==> config.mk <==
export PLATFORM = sky130hd
export DESIGN_NAME = cpu_request_arbiter_flat
export DESIGN_NICKNAME = d
export VERILOG_FILES = /design/src/rtl/cpu_request_arbiter_if.sv /design/src/rtl/cpu_request_arbiter.sv /design/src/flat_wrapper.sv
export SDC_FILE = /design/constraint.sdc
export NUM_CORES = 1
export LEC_CHECK = 0
export CORE_MARGIN = 8
export CORE_UTILIZATION = 35
export DETAILED_ROUTE_END_ITERATION = 7
export HOLD_SLACK_MARGIN = 0.02
export PLACE_DENSITY = 0.83
export SLEW_MARGIN = 40
export SYNTH_ARGS = -nofsm -noshare
export SYNTH_HDL_FRONTEND = slang
export SYNTH_SLANG_ARGS = --single-unit
export TNS_END_PERCENT = 100
==> constraint.sdc <==
create_clock -name clk -period 5.8 [get_ports clk]
set_input_delay 1.45 -clock clk [delete_from_list [all_inputs] [get_ports clk]]
set_output_delay 1.45 -clock clk [all_outputs]
set_load 0.005 [all_outputs]
==> src/rtl/cpu_request_arbiter_if.sv <==
// -----------------------------------------------------------------------------
// cpu_request_arbiter_if
// Shared memory-port bundle between the CPU request arbiter and the
// memory/wishbone-side controller.
//   mem_busy       : memory still working on the presented request
//   data_from_mem  : read data, valid in the completion cycle
//   write_to_mem   : write strobe
//   read_to_mem    : read strobe
//   sel_to_mem     : byte selects
//   adr_to_mem     : request address
//   data_to_mem    : write data
// master modport = arbiter side, slave modport = memory side.
// -----------------------------------------------------------------------------
interface cpu_request_arbiter_if #(
   parameter int ADDR_W = 32,
   parameter int DATA_W = 32,
   parameter int SEL_W  = DATA_W / 8
);
   logic              mem_busy;
   logic [DATA_W-1:0] data_from_mem;
   logic              write_to_mem;
   logic              read_to_mem;
   logic [SEL_W-1:0]  sel_to_mem;
   logic [ADDR_W-1:0] adr_to_mem;
   logic [DATA_W-1:0] data_to_mem;

   modport master (
      input  mem_busy, data_from_mem,
      output write_to_mem, read_to_mem, sel_to_mem, adr_to_mem, data_to_mem
   );

   modport slave (
      output mem_busy, data_from_mem,
      input  write_to_mem, read_to_mem, sel_to_mem, adr_to_mem, data_to_mem
   );
endinterface

==> src/rtl/cpu_request_arbiter.sv <==
// -----------------------------------------------------------------------------
// cpu_request_arbiter
// Alternates instruction fetch and data load/store over one shared memory
// port for a single-cycle CPU core. The fetched instruction and loaded data
// are registered; a one-cycle enable pulse lets the CPU commit and advance.
// A busy watchdog moves to a sticky ERROR state when memory hangs.
// Ports:
//   clk, nRst                : clock, asynchronous active-low reset
//   read_from_CPU/write_from_CPU/sel_from_CPU : load/store request
//   instruction_adr_from_CPU : PC for the next fetch
//   data_adr_from_CPU, data_from_CPU : load/store address and store data
//   enable                   : one-cycle commit pulse to the CPU
//   instruction, data        : registered instruction and load result
//   bus_error                : sticky watchdog flag
//   mem                      : memory-side bundle (master modport)
// -----------------------------------------------------------------------------
module cpu_request_arbiter #(
   parameter int ADDR_W  = 32,
   parameter int DATA_W  = 32,
   parameter int SEL_W   = DATA_W / 8,
   parameter int TIMEOUT = 255
) (
   input  logic                 clk,
   input  logic                 nRst,
   input  logic                 read_from_CPU,
   input  logic                 write_from_CPU,
   input  logic [SEL_W-1:0]     sel_from_CPU,
   input  logic [ADDR_W-1:0]    instruction_adr_from_CPU,
   input  logic [ADDR_W-1:0]    data_adr_from_CPU,
   input  logic [DATA_W-1:0]    data_from_CPU,
   output logic                 enable,
   output logic [DATA_W-1:0]    instruction,
   output logic [DATA_W-1:0]    data,
   output logic                 bus_error,
   cpu_request_arbiter_if.master mem
);

   localparam int CNT_W = (TIMEOUT > 0) ? $clog2(TIMEOUT + 1) : 1;
   localparam bit WDOG_EN = (TIMEOUT > 0);
   localparam logic [CNT_W-1:0]  CNT_ZERO  = {CNT_W{1'b0}};
   localparam logic [CNT_W-1:0]  CNT_ONE   = {{(CNT_W-1){1'b0}}, 1'b1};
   localparam logic [CNT_W-1:0]  CNT_LIMIT = CNT_W'(TIMEOUT);
   localparam logic [ADDR_W-1:0] ADR_ZERO  = {ADDR_W{1'b0}};
   localparam logic [DATA_W-1:0] DAT_ZERO  = {DATA_W{1'b0}};
   localparam logic [SEL_W-1:0]  SEL_ZERO  = {SEL_W{1'b0}};
   localparam logic [SEL_W-1:0]  SEL_ALL   = {SEL_W{1'b1}};

   typedef enum logic [1:0] {
      FETCH = 2'd0,
      EXEC  = 2'd1,
      DATA  = 2'd2,
      ERROR = 2'd3
   } state_t;

   state_t            state_q, state_d;
   logic [DATA_W-1:0] instruction_q, instruction_d;
   logic [DATA_W-1:0] data_q, data_d;
   logic              bus_error_q, bus_error_d;
   logic [CNT_W-1:0]  wdog_q, wdog_d;
   logic              req_active_s;

   assign instruction = instruction_q;
   assign data        = data_q;
   assign bus_error   = bus_error_q;

   // Next-state, memory request and enable decode.
   always_comb begin
      state_d           = state_q;
      instruction_d     = instruction_q;
      data_d            = data_q;
      bus_error_d       = bus_error_q;
      wdog_d            = CNT_ZERO;
      req_active_s      = 1'b0;
      enable            = 1'b0;
      mem.read_to_mem   = 1'b0;
      mem.write_to_mem  = 1'b0;
      mem.sel_to_mem    = SEL_ZERO;
      mem.adr_to_mem    = ADR_ZERO;
      mem.data_to_mem   = DAT_ZERO;

      // While reset is asserted nothing is presented, so no request can
      // complete against a memory that is itself being reset.
      if (nRst) begin
         case (state_q)
            FETCH: begin
               req_active_s    = 1'b1;
               mem.read_to_mem = 1'b1;
               mem.sel_to_mem  = SEL_ALL;
               mem.adr_to_mem  = instruction_adr_from_CPU;
               if (!mem.mem_busy) begin
                  instruction_d = mem.data_from_mem;
                  state_d       = EXEC;
               end else begin
                  state_d       = FETCH;
               end
            end
            EXEC: begin
               if (read_from_CPU || write_from_CPU) begin
                  state_d = DATA;
               end else begin
                  enable  = 1'b1;
                  state_d = FETCH;
               end
            end
            DATA: begin
               req_active_s     = 1'b1;
               mem.write_to_mem = write_from_CPU;
               mem.read_to_mem  = read_from_CPU & ~write_from_CPU;
               mem.sel_to_mem   = sel_from_CPU;
               mem.adr_to_mem   = data_adr_from_CPU;
               mem.data_to_mem  = data_from_CPU;
               if (!mem.mem_busy) begin
                  enable  = 1'b1;
                  state_d = FETCH;
                  if (read_from_CPU && !write_from_CPU) begin
                     data_d = mem.data_from_mem;
                  end else begin
                     data_d = data_q;
                  end
               end else begin
                  state_d = DATA;
               end
            end
            ERROR: begin
               state_d = ERROR;
            end
            default: begin
               state_d = FETCH;
            end
         endcase

         // Watchdog: counts busy cycles of the current request; any
         // completion or state change leaves it cleared.
         if (WDOG_EN && req_active_s && mem.mem_busy) begin
            wdog_d = wdog_q + CNT_ONE;
            if (wdog_d == CNT_LIMIT) begin
               state_d     = ERROR;
               bus_error_d = 1'b1;
            end else begin
               bus_error_d = bus_error_q;
            end
         end else begin
            wdog_d = CNT_ZERO;
         end
      end else begin
         state_d = FETCH;
      end
   end

   // State, output and watchdog registers.
   always_ff @(posedge clk or negedge nRst) begin
      if (!nRst) begin
         state_q       <= FETCH;
         instruction_q <= DAT_ZERO;
         data_q        <= DAT_ZERO;
         bus_error_q   <= 1'b0;
         wdog_q        <= CNT_ZERO;
      end else begin
         state_q       <= state_d;
         instruction_q <= instruction_d;
         data_q        <= data_d;
         bus_error_q   <= bus_error_d;
         wdog_q        <= wdog_d;
      end
   end

endmodule
==> src/flat_wrapper.sv <==
// flat-port wrapper written by rule: the top's interface ports become plain ports
module cpu_request_arbiter_flat 
#(
   parameter int ADDR_W  = 32,
   parameter int DATA_W  = 32,
   parameter int SEL_W   = DATA_W / 8,
   parameter int TIMEOUT = 255
)
  (clk, nRst, read_from_CPU, write_from_CPU, sel_from_CPU, instruction_adr_from_CPU, data_adr_from_CPU, data_from_CPU, enable, instruction, data, bus_error, mem_mem_busy, mem_data_from_mem, mem_write_to_mem, mem_read_to_mem, mem_sel_to_mem, mem_adr_to_mem, mem_data_to_mem);
  cpu_request_arbiter_if #(.ADDR_W(ADDR_W), .DATA_W(DATA_W), .SEL_W(SEL_W)) mem_i ();
  input  logic clk;
  input  logic nRst;
  input  logic read_from_CPU;
  input  logic write_from_CPU;
  input  logic [SEL_W-1:0] sel_from_CPU;
  input  logic [ADDR_W-1:0] instruction_adr_from_CPU;
  input  logic [ADDR_W-1:0] data_adr_from_CPU;
  input  logic [DATA_W-1:0] data_from_CPU;
  output logic enable;
  output logic [DATA_W-1:0] instruction;
  output logic [DATA_W-1:0] data;
  output logic bus_error;
  input wire logic [$bits(mem_i.mem_busy)-1:0] mem_mem_busy;
  input wire logic [$bits(mem_i.data_from_mem)-1:0] mem_data_from_mem;
  output wire logic [$bits(mem_i.write_to_mem)-1:0] mem_write_to_mem;
  output wire logic [$bits(mem_i.read_to_mem)-1:0] mem_read_to_mem;
  output wire logic [$bits(mem_i.sel_to_mem)-1:0] mem_sel_to_mem;
  output wire logic [$bits(mem_i.adr_to_mem)-1:0] mem_adr_to_mem;
  output wire logic [$bits(mem_i.data_to_mem)-1:0] mem_data_to_mem;
  assign mem_i.mem_busy = mem_mem_busy;
  assign mem_i.data_from_mem = mem_data_from_mem;
  assign mem_write_to_mem = mem_i.write_to_mem;
  assign mem_read_to_mem = mem_i.read_to_mem;
  assign mem_sel_to_mem = mem_i.sel_to_mem;
  assign mem_adr_to_mem = mem_i.adr_to_mem;
  assign mem_data_to_mem = mem_i.data_to_mem;
  cpu_request_arbiter #(.ADDR_W(ADDR_W), .DATA_W(DATA_W), .SEL_W(SEL_W), .TIMEOUT(TIMEOUT)) u_core (.clk(clk), .nRst(nRst), .read_from_CPU(read_from_CPU), .write_from_CPU(write_from_CPU), .sel_from_CPU(sel_from_CPU), .instruction_adr_from_CPU(instruction_adr_from_CPU), .data_adr_from_CPU(data_adr_from_CPU), .data_from_CPU(data_from_CPU), .enable(enable), .instruction(instruction), .data(data), .bus_error(bus_error), .mem(mem_i));
endmodule
==> results of run 1 <==
routing by layer:
metal	vias up	track usage (%)	share of wire, %
li1	1598	-	-
met1	1651	22.9	39
met2	185	35.9	49
met3	33	8.63	9.1
met4	0	9.13	3.2
met5	-	0	0
registers in the layout (all words and copies together) (netlist names):
register,cells
u_core.data,32
u_core.instruction,32
u_core.wdog_q,8
u_core.state_q,2
u_core.bus_error,1
logic make-up (layout without fill, tap and decap cells):
family          after synthesis  count (layout)
compound gates               51              51
xor+xnor                      4               4
fa+ha+maj                     6               6
buf+inv                      28             299
flops                        75              75
mux                          64              64
other cells                   0               1
simple gates                 65              65
cells in the mapped netlist, types with 2 or more instances:
cell / count / area [µm²]
nand2_1: 6 / 22.5
dfrtp_1: 75 / 1880
inv_1: 4 / 15.0
clkbuf_1: 10 / 37.5
buf_1: 3 / 11.3
o21ai_0: 3 / 15.0
o211ai_1: 2 / 15.0
or3_1: 2 / 12.5
a22o_1: 33 / 289
ha_1: 6 / 75.1
nand3b_1: 2 / 15.0
a21oi_1: 4 / 20.0
and3_1: 33 / 206
buf_6: 3 / 33.8
nor2_1: 9 / 33.8
a21o_1: 4 / 30.0
xnor2_1: 2 / 17.5
mux2_2: 63 / 709
buf_4: 2 / 15.0
and2_1: 2 / 12.5
nor2b_1: 2 / 12.5
buf_2: 5 / 25.0
nand3_1: 4 / 20.0
xor2_1: 2 / 17.5
nand2b_1: 2 / 12.5
area by class of cell:
type,count,area (µm²)
flip-flops and latches,75,1880
multi-input cells,190,1630
well taps,136,170
fillers,787,3480
diodes,1,2.50
inverters,4,15.0
clock buffers,11,141
clock inverters,5,60.1
repair buffers,279,2810
critical path, cell delays in order:
cell	delay [ns]
buf_4	0.35
and2_1	0.19
buf_4	0.35
nand3b_1	0.20
nand2b_1	0.11
clkdlybuf4s50_1	0.50
power by group through the flow:
stage          combinational, mW  clock, mW  sequential, mW
2_1_floorplan             0.0827          0           0.608
3_3_place_gp               0.342          0           0.602
3_5_place_dp               0.350          0           0.607
4_1_cts                    0.352      0.417           0.597
5_1_grt                    0.370      0.443           0.603
6_report                   0.346      0.404           0.597
how the worst min path moves through the flow:
stage                                      start                      endpoint  slack, ns  cells after the start
floorplan           u_core.bus_error$_DFFE_PN0P_  u_core.bus_error$_DFFE_PN0P_       0.47                      1
global placement      u_core.data[7]$_DFFE_PN0P_    u_core.data[7]$_DFFE_PN0P_       0.47                      1
detailed placement    u_core.data[7]$_DFFE_PN0P_    u_core.data[7]$_DFFE_PN0P_       0.48                      1
CTS                   u_core.data[7]$_DFFE_PN0P_    u_core.data[7]$_DFFE_PN0P_       0.50                      1
global route          u_core.data[7]$_DFFE_PN0P_    u_core.data[7]$_DFFE_PN0P_       0.52                      1
finish                u_core.data[7]$_DFFE_PN0P_    u_core.data[7]$_DFFE_PN0P_       0.50                      1
metrics by stage:
stage / area (µm²) / utilization (%)
2_1_floorplan: 3630 / -
3_5_place_dp: 6500 / 63.8
6_report: 6710 / 65.8
4_1_cts: 6700 / 65.8
5_1_grt: 6700 / 65.8
3_3_place_gp: 6440 / 63.2
==> results.cfg, run 1 <==
[status]
status = finished, final reports clean

[yosys]
netlist_area_um2 = 3630
async_reset_ff_share_pct = 100
synth_compound_area_share_pct = 11.4
synth_top_family_by_area = multiplexers
syn_nets = 436
synthAdderAreaFrac_pct = 2.07
ys_ff_latch = 75
ys_warn_count = 0
yosys.area_share.xor_xnor_pct = 0.964
ys.flop_type = dfrtp_1
yosysUniqueCellTypes = 35
yosysSeqAreaShare_pct = 51.7
synth.mux.area_fraction_pct = 19.8
synthSimpleGateAreaFrac_pct = 10.2
syn_inst = 293
syn_avg_cell_area_um2 = 12.4
synth_enable_flop_cells = 0

[critical_path]
crit_path_max_fanout = 46
critical_path_arrival_ns = 3.17
reg2reg_slack_ns = 3.18
path_class = in2out
worstReg2RegEnd = u_core.data[9]$_DFFE_PN0P_
start_kind = input port
end_kind = output pin
crit_end = mem_read_to_mem
ff2ff_path_depth = 10
startpoint = nRst
crit_required_ns = 4.35
reg2reg_from = u_core.state_q[0]$_DFF_PN0_

[clock_network]
postCtsSetupBuffers = 0
htree_num_levels = 3
clock_latency_ns = 0.34
cts_inserted_buffers = 9
cts_tree = built
clk_pin_slew_worst_paths_ns = 0.07
cts_max_path_buffers = 2
numClockSinks = 75
cts_resized = 0
hold_buffers = 0
clock-root-buffer = clkbuf_8

[pwr]
p_clk_share_pct = 30.0
power_density_nw_per_um2 = 201
swShare_pct = 24.0
p_seq_share_pct = 44.3
p_int_mw = 1.02
ir_drop_v = 0.000165
p_sw_uw = 324
leakage_nw = 2.91
pwr-share-comb_pct = 25.7
total_power_mw = 1.35

[detailed_routing]
wl_um = 15000
ant_nets = 0
dr.pass1.iters = 4
drtIter0Drc = 198
routed_via_density = 4.95
num_vias = 3467
drc_errors = 0
wl_per_cell_um = 21.3

[layout]
syn2layout_area_growth_pct = 84.5
finalNonFillerCells = 701
drive_above_1_share_pct = 16.0
mostFrequentLayoutCell = clkdlybuf4s50_1
mostFrequentLayoutCells = clkdlybuf4s50_1, dfrtp_1, mux2_2
nNetsFinal = 702

[sta]
finClkSkew_ns = 0.00694
drv_slew = 0
setup_tns_ns = 0
finalWorstSetupSlack_ns = 1.18
fmax_mhz = 216
rsz0062_at_grt = false
fin_hold_ws_ns = 0.496
layout_min_cycle_time_ns = 4.62
max-slew-margin-rel_pct = 47.9
finalHoldViolations = 0
min_period_over_period_pct = 79.7
worst_pin_slew_ns = 0.778
setup_viol = 0

[grt]
grt_pass1_wl_um = 23100
antenna_found_initial = 0
first_global_vias = 3834
track_usage_pct = 21.2
grt_max_degree = 47
grt.overflow.total = 0

[placement]
gp_congestion = 0.881
dp_hpwl_um = 11800
numPortBuffers = 272
placedCellCount = 684
dp_slack_ns = 1.18

[floorplanning]
die_x_um = 118
core_area_um2 = 10200
io_pins = 273
row_count = 37
die_h_um = 118
start_util_pct = 35.7
dieArea_um2 = 13900

[run]
drv_cap = 0

[worst_hold_path]
hold_class = reg2reg
Note: power is estimated with default switching activity, not from simulation.
==> run 2, diff against run 1 <==
CORE_UTILIZATION = 31   (was 35)
PLACE_DENSITY = 0.78   (was 0.83)
clock period = 3.8 ns   (was 5.8 ns; I/O delays follow)
==> run 2 against run 1 <==
Net effect:
- sequential cell count unchanged
- clock skew shrank 0.0022 ns
- die area increased by 11%
- sequential power increased by 53%
- combinational power increased by 53%
- first-iteration DRC count decreased by 28%
- utilization shrank 6.2 points
- critical path type is now reg2out
- largest cell class unchanged
==> results.cfg, run 2 (synthesized netlist as in run 1, its figures left out) <==
[clock_network]
cts_tree = built
clock-root-buffer = clkbuf_16
cts_max_path_buffers = 2
htree_num_levels = 3
numClockSinks = 75
postCtsSetupBuffers = 0
hold_buffers = 0
clock_latency_ns = 0.32
cts_inserted_buffers = 9
clk_pin_slew_worst_paths_ns = 0.05
cts_resized = 0

[sta]
finalWorstSetupSlack_ns = 0.515
fmax_mhz = 304
fin_hold_ws_ns = 0.493
min_period_over_period_pct = 86.5
finClkSkew_ns = 0.00477
max-slew-margin-rel_pct = 52.1
rsz0062_at_grt = false
finalHoldViolations = 0
layout_min_cycle_time_ns = 3.29
worst_pin_slew_ns = 0.718
setup_viol = 0
drv_slew = 0
setup_tns_ns = 0

[grt]
grt_pass1_wl_um = 23100
first_global_vias = 3718
grt_max_degree = 58
track_usage_pct = 19.0
antenna_found_initial = 1
grt.overflow.total = 0

[layout]
drive_above_1_share_pct = 16.0
nNetsFinal = 702
syn2layout_area_growth_pct = 87.3
antenna_cells = 0
mostFrequentLayoutCell = clkdlybuf4s50_1
mostFrequentLayoutCells = clkdlybuf4s50_1, dfrtp_1, mux2_2

[critical_path]
end_kind = output pin
crit_required_ns = 2.85
ff2ff_path_depth = 8
start_kind = register
path_class = reg2out
critical_path_arrival_ns = 2.34
crit_path_max_fanout = 37

[floorplanning]
die_h_um = 124
io_pins = 273
start_util_pct = 31.8
row_count = 39
die_x_um = 124
dieArea_um2 = 15400
core_area_um2 = 11400

[placement]
dp_slack_ns = 0.512
gp_congestion = 0.850
numPortBuffers = 272
dp_hpwl_um = 12200

[detailed_routing]
num_vias = 3478
wl_per_cell_um = 21.5
wl_um = 15200
drtIter0Drc = 142
routed_via_density = 4.92
drc_errors = 0
dr.pass1.iters = 4
ant_nets = 0

[worst_hold_path]
hold_depth = 1
hold_class = reg2reg

[pwr]
power_density_nw_per_um2 = 339
leakage_nw = 2.95
ir_drop_v = 0.000305

[status]
status = finished, final reports clean

[run]
drv_cap = 0
-- run 2: cell count changes in the layout (fill, tap and decap cells not counted), sizes merged --
cell,before,now
clkbuf,11,13
clkinv,2,0
clkinvlp,1,2
diode,1,0
inv,5,4
-- run 2: area by class of cell --
| type | count | area (µm²) |
|---|---|---|
| sequential | 75 | 1880 |
| timing repair buffer | 279 | 2800 |
| tap | 143 | 179 |
| clock buffer | 13 | 270 |
| inverter | 4 | 15.0 |
| clock inverter | 3 | 45.0 |
| fill | 954 | 4610 |
| multi-input combinational | 190 | 1620 |
-- run 2: through the flow --
| stage | cells | util (%) | area [µm²] | total power [mW] |
|---|---|---|---|---|
| after global placement | 691 | 56.8 | 6490 | 1.45 |
| after floorplan | 293 | - | 3630 | 1.05 |
| final | 707 | 59.6 | 6810 | 2.31 |
| after global routing | 707 | 59.6 | 6810 | 2.42 |
| after CTS | 707 | 59.6 | 6810 | 2.35 |
| after detailed placement | 691 | 56.8 | 6490 | 1.46 |
-- run 2: worst paths after layout --
check | slack [ns] | to | start
worst max-delay path | 0.51 | mem_read_to_mem | u_core.state_q[0]$_DFF_PN0_
worst min-delay path | 0.49 | u_core.bus_error$_DFFE_PN0P_ | u_core.bus_error$_DFFE_PN0P_
worst max register to register | 1.36 | u_core.data[13]$_DFFE_PN0P_ | u_core.state_q[0]$_DFF_PN0_
worst min register to register | 0.49 | u_core.bus_error$_DFFE_PN0P_ | u_core.bus_error$_DFFE_PN0P_
max in group asynchronous | 2.49 | u_core.instruction[18]$_DFFE_PN0P_ | nRst
min in group asynchronous | 0.73 | u_core.state_q[1]$_DFF_PN0_ | nRst
-- run 2: metal layers --
layer	wire [µm]	track usage, %	up-vias
met4	160	4.04	2
li1	-	-	1594
met1	5740	21.2	1689
met5	17	0	-
met2	7770	32.9	181
met3	1530	8.00	12
-- run 2: critical path: stages, from the launching register on --
cell and delay [ns]:
dfrtp_1 0.40, inv_1 0.10, ha_1 0.27, and2_1 0.21
buf_12 0.21, nand3b_1 0.18, nand2b_1 0.11, clkdlybuf4s50_1 0.52
-- run 2: report_power, final --
| part | total [mW] | leakage [nW] | internal (mW) | switching (mW) |
|---|---|---|---|---|
| combinational | 0.530 | 1.83 | 0.368 | 0.162 |
| clock | 0.867 | 0.148 | 0.562 | 0.305 |
| sequential | 0.913 | 0.973 | 0.873 | 0.0401 |
| total | 2.31 | 2.95 | 1.80 | 0.507 |
